==> src/rtl/if_fetch_handshake_pkg.sv <==
// Shared CPU definitions for the fetch stage: pcsource encodings, fetch FSM
// states, the bubble instruction word and the redirect-target selector.
package if_fetch_handshake_pkg;

  localparam logic [1:0] PCSRC_P4 = 2'b00;
  localparam logic [1:0] PCSRC_BR = 2'b01;
  localparam logic [1:0] PCSRC_JR = 2'b10;
  localparam logic [1:0] PCSRC_J  = 2'b11;

  localparam logic [31:0] NOP_INST = 32'h0000_0000;

  typedef enum logic [0:0] {
    FETCH = 1'b0,
    HOLD  = 1'b1
  } fetch_state_t;

  // Only meaningful for a redirecting pcsource; PCSRC_P4 never reaches a capture.
  function automatic logic [31:0] select_target(
    input logic [1:0]  src,
    input logic [31:0] bpc,
    input logic [31:0] rpc,
    input logic [31:0] jpc
  );
    logic [31:0] t;
    case (src)
      PCSRC_BR: t = bpc;
      PCSRC_JR: t = rpc;
      PCSRC_J:  t = jpc;
      default:  t = bpc;
    endcase
    return t;
  endfunction

endpackage

==> src/rtl/if_fetch_handshake_if_id_reg.sv <==
// IF/ID pipeline register: load takes priority over bubble, otherwise holds.
module if_id_reg #(
  parameter logic [31:0] NOP_INST = if_fetch_handshake_pkg::NOP_INST
) (
  input  logic        clk,
  input  logic        rst,
  input  logic        load,
  input  logic        bubble,
  input  logic [31:0] pc4_in,
  input  logic [31:0] inst_in,
  output logic [31:0] pc4,
  output logic [31:0] inst,
  output logic        valid
);

  always_ff @(posedge clk or posedge rst) begin
    if (rst) begin
      pc4   <= 32'h0;
      inst  <= NOP_INST;
      valid <= 1'b0;
    end else if (load) begin
      pc4   <= pc4_in;
      inst  <= inst_in;
      valid <= 1'b1;
    end else if (bubble) begin
      inst  <= NOP_INST;
      valid <= 1'b0;
    end
  end

endmodule

==> src/rtl/if_fetch_handshake.sv <==
// Instruction fetch stage: PC, req/ack fetch FSM with a one-entry skid for
// stalls, and delay-slot redirect capture feeding the IF/ID register.
module if_fetch_handshake #(
  parameter logic [31:0] RESET_PC = 32'h0000_0000,
  parameter logic [31:0] NOP_INST = if_fetch_handshake_pkg::NOP_INST
) (
  input  logic        Clock,
  input  logic        Reset,
  input  logic        stall,
  input  logic [1:0]  pcsource,
  input  logic [31:0] bpc,
  input  logic [31:0] rpc,
  input  logic [31:0] jpc,
  output logic        imem_req,
  output logic [31:0] imem_addr,
  input  logic        imem_ack,
  input  logic [31:0] imem_rdata,
  output logic [31:0] PC,
  output logic [31:0] id_pc4,
  output logic [31:0] id_inst,
  output logic        id_valid
);
  import if_fetch_handshake_pkg::*;

  fetch_state_t state_reg, state_next;
  logic [31:0]  pc_reg;
  logic [31:0]  pc4;
  logic [31:0]  next_pc;
  logic [31:0]  sel_target;
  logic         capture;
  logic         redirect_pend;
  logic [31:0]  redirect_pc_reg;
  logic [31:0]  skid_pc4_reg;
  logic [31:0]  skid_inst_reg;
  logic         skid_load;
  logic         ifid_load;
  logic         ifid_bubble;
  logic [31:0]  load_pc4;
  logic [31:0]  load_inst;

  assign PC         = pc_reg;
  assign imem_addr  = pc_reg;
  assign pc4        = pc_reg + 32'd4;
  assign sel_target = select_target(pcsource, bpc, rpc, jpc);
  assign capture    = id_valid && !stall && (pcsource != PCSRC_P4);

  // A capture in the same cycle as the delay slot completing bypasses the
  // pending register so the target is used immediately.
  assign next_pc = capture       ? sel_target :
                   redirect_pend ? redirect_pc_reg : pc4;

  always_comb begin
    state_next  = state_reg;
    imem_req    = 1'b0;
    ifid_load   = 1'b0;
    ifid_bubble = 1'b0;
    skid_load   = 1'b0;
    load_pc4    = pc4;
    load_inst   = imem_rdata;
    case (state_reg)
      FETCH: begin
        imem_req = !Reset;
        if (!stall) begin
          ifid_load   = imem_ack;
          ifid_bubble = !imem_ack;
        end else if (imem_ack) begin
          skid_load  = 1'b1;
          state_next = HOLD;
        end
      end
      HOLD: begin
        if (!stall) begin
          ifid_load  = 1'b1;
          load_pc4   = skid_pc4_reg;
          load_inst  = skid_inst_reg;
          state_next = FETCH;
        end
      end
      default: state_next = FETCH;
    endcase
  end

  always_ff @(posedge Clock or posedge Reset) begin
    if (Reset) begin
      state_reg       <= FETCH;
      pc_reg          <= RESET_PC;
      redirect_pend   <= 1'b0;
      redirect_pc_reg <= 32'h0;
      skid_pc4_reg    <= 32'h0;
      skid_inst_reg   <= NOP_INST;
    end else begin
      state_reg <= state_next;
      // ifid_load marks the cycle in which next_pc is consumed.
      if (ifid_load) begin
        pc_reg        <= next_pc;
        redirect_pend <= 1'b0;
      end else if (capture) begin
        redirect_pend   <= 1'b1;
        redirect_pc_reg <= sel_target;
      end
      if (skid_load) begin
        skid_pc4_reg  <= pc4;
        skid_inst_reg <= imem_rdata;
      end
    end
  end

  if_id_reg #(
    .NOP_INST (NOP_INST)
  ) u_if_id (
    .clk     (Clock),
    .rst     (Reset),
    .load    (ifid_load),
    .bubble  (ifid_bubble),
    .pc4_in  (load_pc4),
    .inst_in (load_inst),
    .pc4     (id_pc4),
    .inst    (id_inst),
    .valid   (id_valid)
  );

endmodule

==> config.mk <==
export PLATFORM = sky130hd
export DESIGN_NAME = if_fetch_handshake
export DESIGN_NICKNAME = d
export VERILOG_FILES = /design/src/rtl/if_fetch_handshake_pkg.sv /design/src/rtl/if_fetch_handshake_if_id_reg.sv /design/src/rtl/if_fetch_handshake.sv
export SDC_FILE = /design/constraint.sdc
export NUM_CORES = 1
export LEC_CHECK = 0
export ABC_CLOCK_PERIOD_IN_PS = 7600
export BUFFER_PORTS_ARGS = -buffer_cell sky130_fd_sc_hd__buf_2
export CAP_MARGIN = 0
export CORE_UTILIZATION = 50
export CTS_CLUSTER_SIZE = 30
export DETAILED_ROUTE_END_ITERATION = 8
export PLACE_DENSITY = 0.72
export SKIP_LAST_GASP = 1
export SLEW_MARGIN = 20
export SYNTH_ARGS = -nofsm -noshare
export SYNTH_HDL_FRONTEND = slang
export SYNTH_SLANG_ARGS = --single-unit
==> constraint.sdc <==
create_clock -name Clock -period 7.6 [get_ports Clock]
set_input_delay 1.52 -clock Clock [delete_from_list [all_inputs] [get_ports Clock]]
set_output_delay 1.52 -clock Clock [all_outputs]
set_load 0.1 [all_outputs]
==> flow_summary.json <==
{
  "path_max_fanout": 62,
  "unrepaired_setup_endpoints_after_global_routing": "no",
  "placementRows": 52,
  "cts-resized-gates": 0,
  "synth_top_cells_by_area": "sky130_fd_sc_hd__dfrtp_1 48%, sky130_fd_sc_hd__o21ai_0 6.7%, sky130_fd_sc_hd__nand2_1 6.4%",
  "max-vdd-ir-drop_mv": 0.310,
  "layout-drive-gt1-share_pct": 29.5,
  "cts_hold_buffers": 0,
  "slew_headroom_pct": 30.7,
  "hold-path-endpoint": "u_if_id.inst[23]",
  "vias_in_the_first_global_route": 7946,
  "finalClockSkew_ps": 18.3,
  "buffer_depth_of_the_longest_clock_path": 2,
  "async_flop_share_pct": 100,
  "top_cell_type_s_share_of_synthesized_area_pct": 47.5,
  "rr_startpoint": "state_reg",
  "grt_use_total_pct": 25.5,
  "setup-tns-final_ps": 0,
  "groute.layer.met3.usage_pct": 3.49,
  "synth.yosys.warnings": 0,
  "cts_setup_buffers": 0,
  "clock_sink_count": 195,
  "status": "finished, final reports clean",
  "die_width_um": 145,
  "final-setup-viol-count": 0,
  "final_hold_viol_count": 0,
  "initial_utilization_pct": 50.9,
  "synth_flop_cell": "sky130_fd_sc_hd__dfrtp_1",
  "root_buffer": "sky130_fd_sc_hd__clkbuf_16",
  "layout-area-overhead-vs-synth_pct": 17.0,
  "place.port_buffers": 263,
  "switching_share_pct": 52.3,
  "max_cap_viol_count": 0,
  "syn_avg_cell_area_um2": 9.29,
  "timing.final.crit_share_pct": 51.4,
  "synthCells": 1105,
  "internal_power_w": 0.00217,
  "holdCritPathClass": "register to register",
  "net_sw_power_w": 0.00237,
  "slew_violations": 0,
  "worstSetupEndpointType": "register",
  "number_of_antenna_diodes": 0,
  "drt_wl_total_mm": 26.5,
  "groute.layer.met2.usage_pct": 39.0,
  "detail-route-antenna-nets": 0,
  "routed_wire_length_per_instance_um": 16.9,
  "critPathLaunchType": "primary input",
  "rr_worst_depth": 3,
  "grtUsageMet1_pct": 38.1,
  "h-tree-depth": 4,
  "antenna_found_initial": 0,
  "mappedNetlistNets": 1240,
  "combined_area_of_all_synthesized_cells_um2": 10300,
  "routed-via-count": 8730,
  "r2r_setup_slack_ps": 4740,
  "overflow": 0,
  "die_area_um2": 21100,
  "synth_cell_type_count": 73,
  "initialDrtViolationCount": 628,
  "clk-insertion-delay-late_ps": 440,
  "design.portCount": 264,
  "period_needed_ps": 3910,
  "worstHoldStart": "u_if_id.inst[23]",
  "routed_via_density": 5.59,
  "grt_max_degree": 117,
  "clkPwrFrac_pct": 19.9,
  "post-layout-total-power_w": 0.00454,
  "required_ps": 7930,
  "cts_made_buffers": 17,
  "p_leak_nw": 5.65,
  "p_per_area_nw_per_um2": 378,
  "design.core.area_um2": 20200,
  "setup.worst_path.class": "primary input to register",
  "p_comb_share_pct": 46.3,
  "floorplan.die.height_um": 145,
  "dp.final_hpwl_mm": 18.5,
  "synth_edf_count": 0,
  "share_seq_of_total_power_pct": 33.8,
  "tightest_slew_ps": 1040,
  "timing.fmax_mhz": 256,
  "finalNetCount": 1415,
  "reg2reg_to": "skid_inst_reg[25]",
  "synth.yosys.seq_area_share_pct": 47.5,
  "cp.arrival_ps": 4240,
  "grt_first_pass_wirelength_mm": 42.9,
  "tritoncts": "done",
  "synth.ff_latch_count": 195,
  "clk_transition_reported_paths_ps": 80,
  "routabilityCongestion": 0.879,
  "first_pass_iters": 7,
  "grt_most_used_layer": "met2",
  "synth_top_cell_by_area": "sky130_fd_sc_hd__dfrtp_1",
  "drt_drc_violations_left": 0,
  "holdPathStages": 2
}
## synth_stat cells (6+ instances only)
library cell                number
sky130_fd_sc_hd__clkbuf_1       52
sky130_fd_sc_hd__o21ai_0       138
sky130_fd_sc_hd__o22ai_1         8
sky130_fd_sc_hd__mux2i_1        37
sky130_fd_sc_hd__nand3b_1        7
sky130_fd_sc_hd__o21ai_1         6
sky130_fd_sc_hd__xnor2_1        13
sky130_fd_sc_hd__xor2_1         12
sky130_fd_sc_hd__nand2_1       174
sky130_fd_sc_hd__mux2_2         44
sky130_fd_sc_hd__nand3_1        13
sky130_fd_sc_hd__nor3_1          7
sky130_fd_sc_hd__a2bb2oi_1      10
sky130_fd_sc_hd__a21oi_1        70
sky130_fd_sc_hd__o211ai_1        7
sky130_fd_sc_hd__o2bb2ai_1       8
sky130_fd_sc_hd__buf_1          15
sky130_fd_sc_hd__buf_2           8
sky130_fd_sc_hd__inv_1          11
sky130_fd_sc_hd__nor2_1         80
sky130_fd_sc_hd__a21o_1         16
sky130_fd_sc_hd__a211oi_1       12
sky130_fd_sc_hd__nand2b_1        6
sky130_fd_sc_hd__a22oi_1        20
sky130_fd_sc_hd__or2_2           6
sky130_fd_sc_hd__dfrtp_1       195
sky130_fd_sc_hd__buf_4          34
sky130_fd_sc_hd__nand4_1         7
## routing by layer
metal / vias to the layer above / routed length (um) / share of wire (%)
met3: 22 / 1500 / 5.7
met4: 0 / 359 / 1.4
li1: 4239 / - / -
met5: - / 0 / 0
met1: 4141 / 12500 / 47
met2: 328 / 12200 / 46
## stage by stage
step	hold slack, ps	cell area (um2)	util (%)	cells	setup slack (ps)
after detailed placement	462	11400	56.6	1531	3230
after global routing	493	12000	59.6	1563	3430
after floorplan	441	10300	-	1105	768
final	477	12000	59.6	1563	3690
after CTS	479	12000	59.5	1563	3680
after global placement	453	11400	56.6	1531	3300
## critical path, cell delays in order
cell	delay (ps)
sky130_fd_sc_hd__buf_2	640
sky130_fd_sc_hd__buf_4	480
sky130_fd_sc_hd__nor2b_1	150
sky130_fd_sc_hd__nand2_1	210
sky130_fd_sc_hd__or3_2	790
sky130_fd_sc_hd__mux2_2	410
## cell type report
| type | instances | area (um2) |
|---|---|---|
| multi-input combinational | 783 | 4770 |
| timing repair buffer | 271 | 1380 |
| inverter | 12 | 52.6 |
| clock inverter | 13 | 143 |
| tap | 270 | 338 |
| sequential | 195 | 4880 |
| fill | 1817 | 8160 |
| clock buffer | 19 | 453 |
## worst max-delay path by stage
stage,startpoint,end,slack [ps],cells past startpoint
after floorplan,Reset,PC[0],770,1
after global placement,stall,PC[16],3300,6
after detailed placement,stall,PC[16],3230,6
after CTS,stall,PC[16],3680,6
after global routing,stall,redirect_pc_reg[12],3430,6
final,stall,redirect_pc_reg[12],3690,6
## cells in the final DEF (no fill, tap or decap), types with 16 or more instances in the layout
cell type and n:
sky130_fd_sc_hd__a21oi_1 69, sky130_fd_sc_hd__dfrtp_1 194, sky130_fd_sc_hd__clkbuf_16 17, sky130_fd_sc_hd__mux2_2 44, sky130_fd_sc_hd__nand2_1 173, sky130_fd_sc_hd__nor2_1 80, sky130_fd_sc_hd__a22oi_1 20, sky130_fd_sc_hd__buf_2 263
sky130_fd_sc_hd__o21ai_0 138, sky130_fd_sc_hd__a21o_1 16, sky130_fd_sc_hd__mux2i_1 37
## kinds of logic after synthesis
kind of cell	count (synthesis)	synth area share (%)
muxes	81	8.43
buffers and inverters	127	6.37
adders and majority gates	1	0.122
DFF	195	47.5
xor gates and xnor gates	25	2.13
AOI/OAI and AO/OA	338	20.2
and+or+nand+nor	338	15.3
## power groups by stage
stage | logic, W | registers [W] | clock network, W
floorplan | 0.000985 | 0.00234 | 0
global route | 0.00220 | 0.00157 | 0.000959
detailed placement | 0.00210 | 0.00155 | 0
global placement | 0.00208 | 0.00154 | 0
finish | 0.00210 | 0.00154 | 0.000903
CTS | 0.00211 | 0.00153 | 0.000914
(Power assumes the default switching activity.)
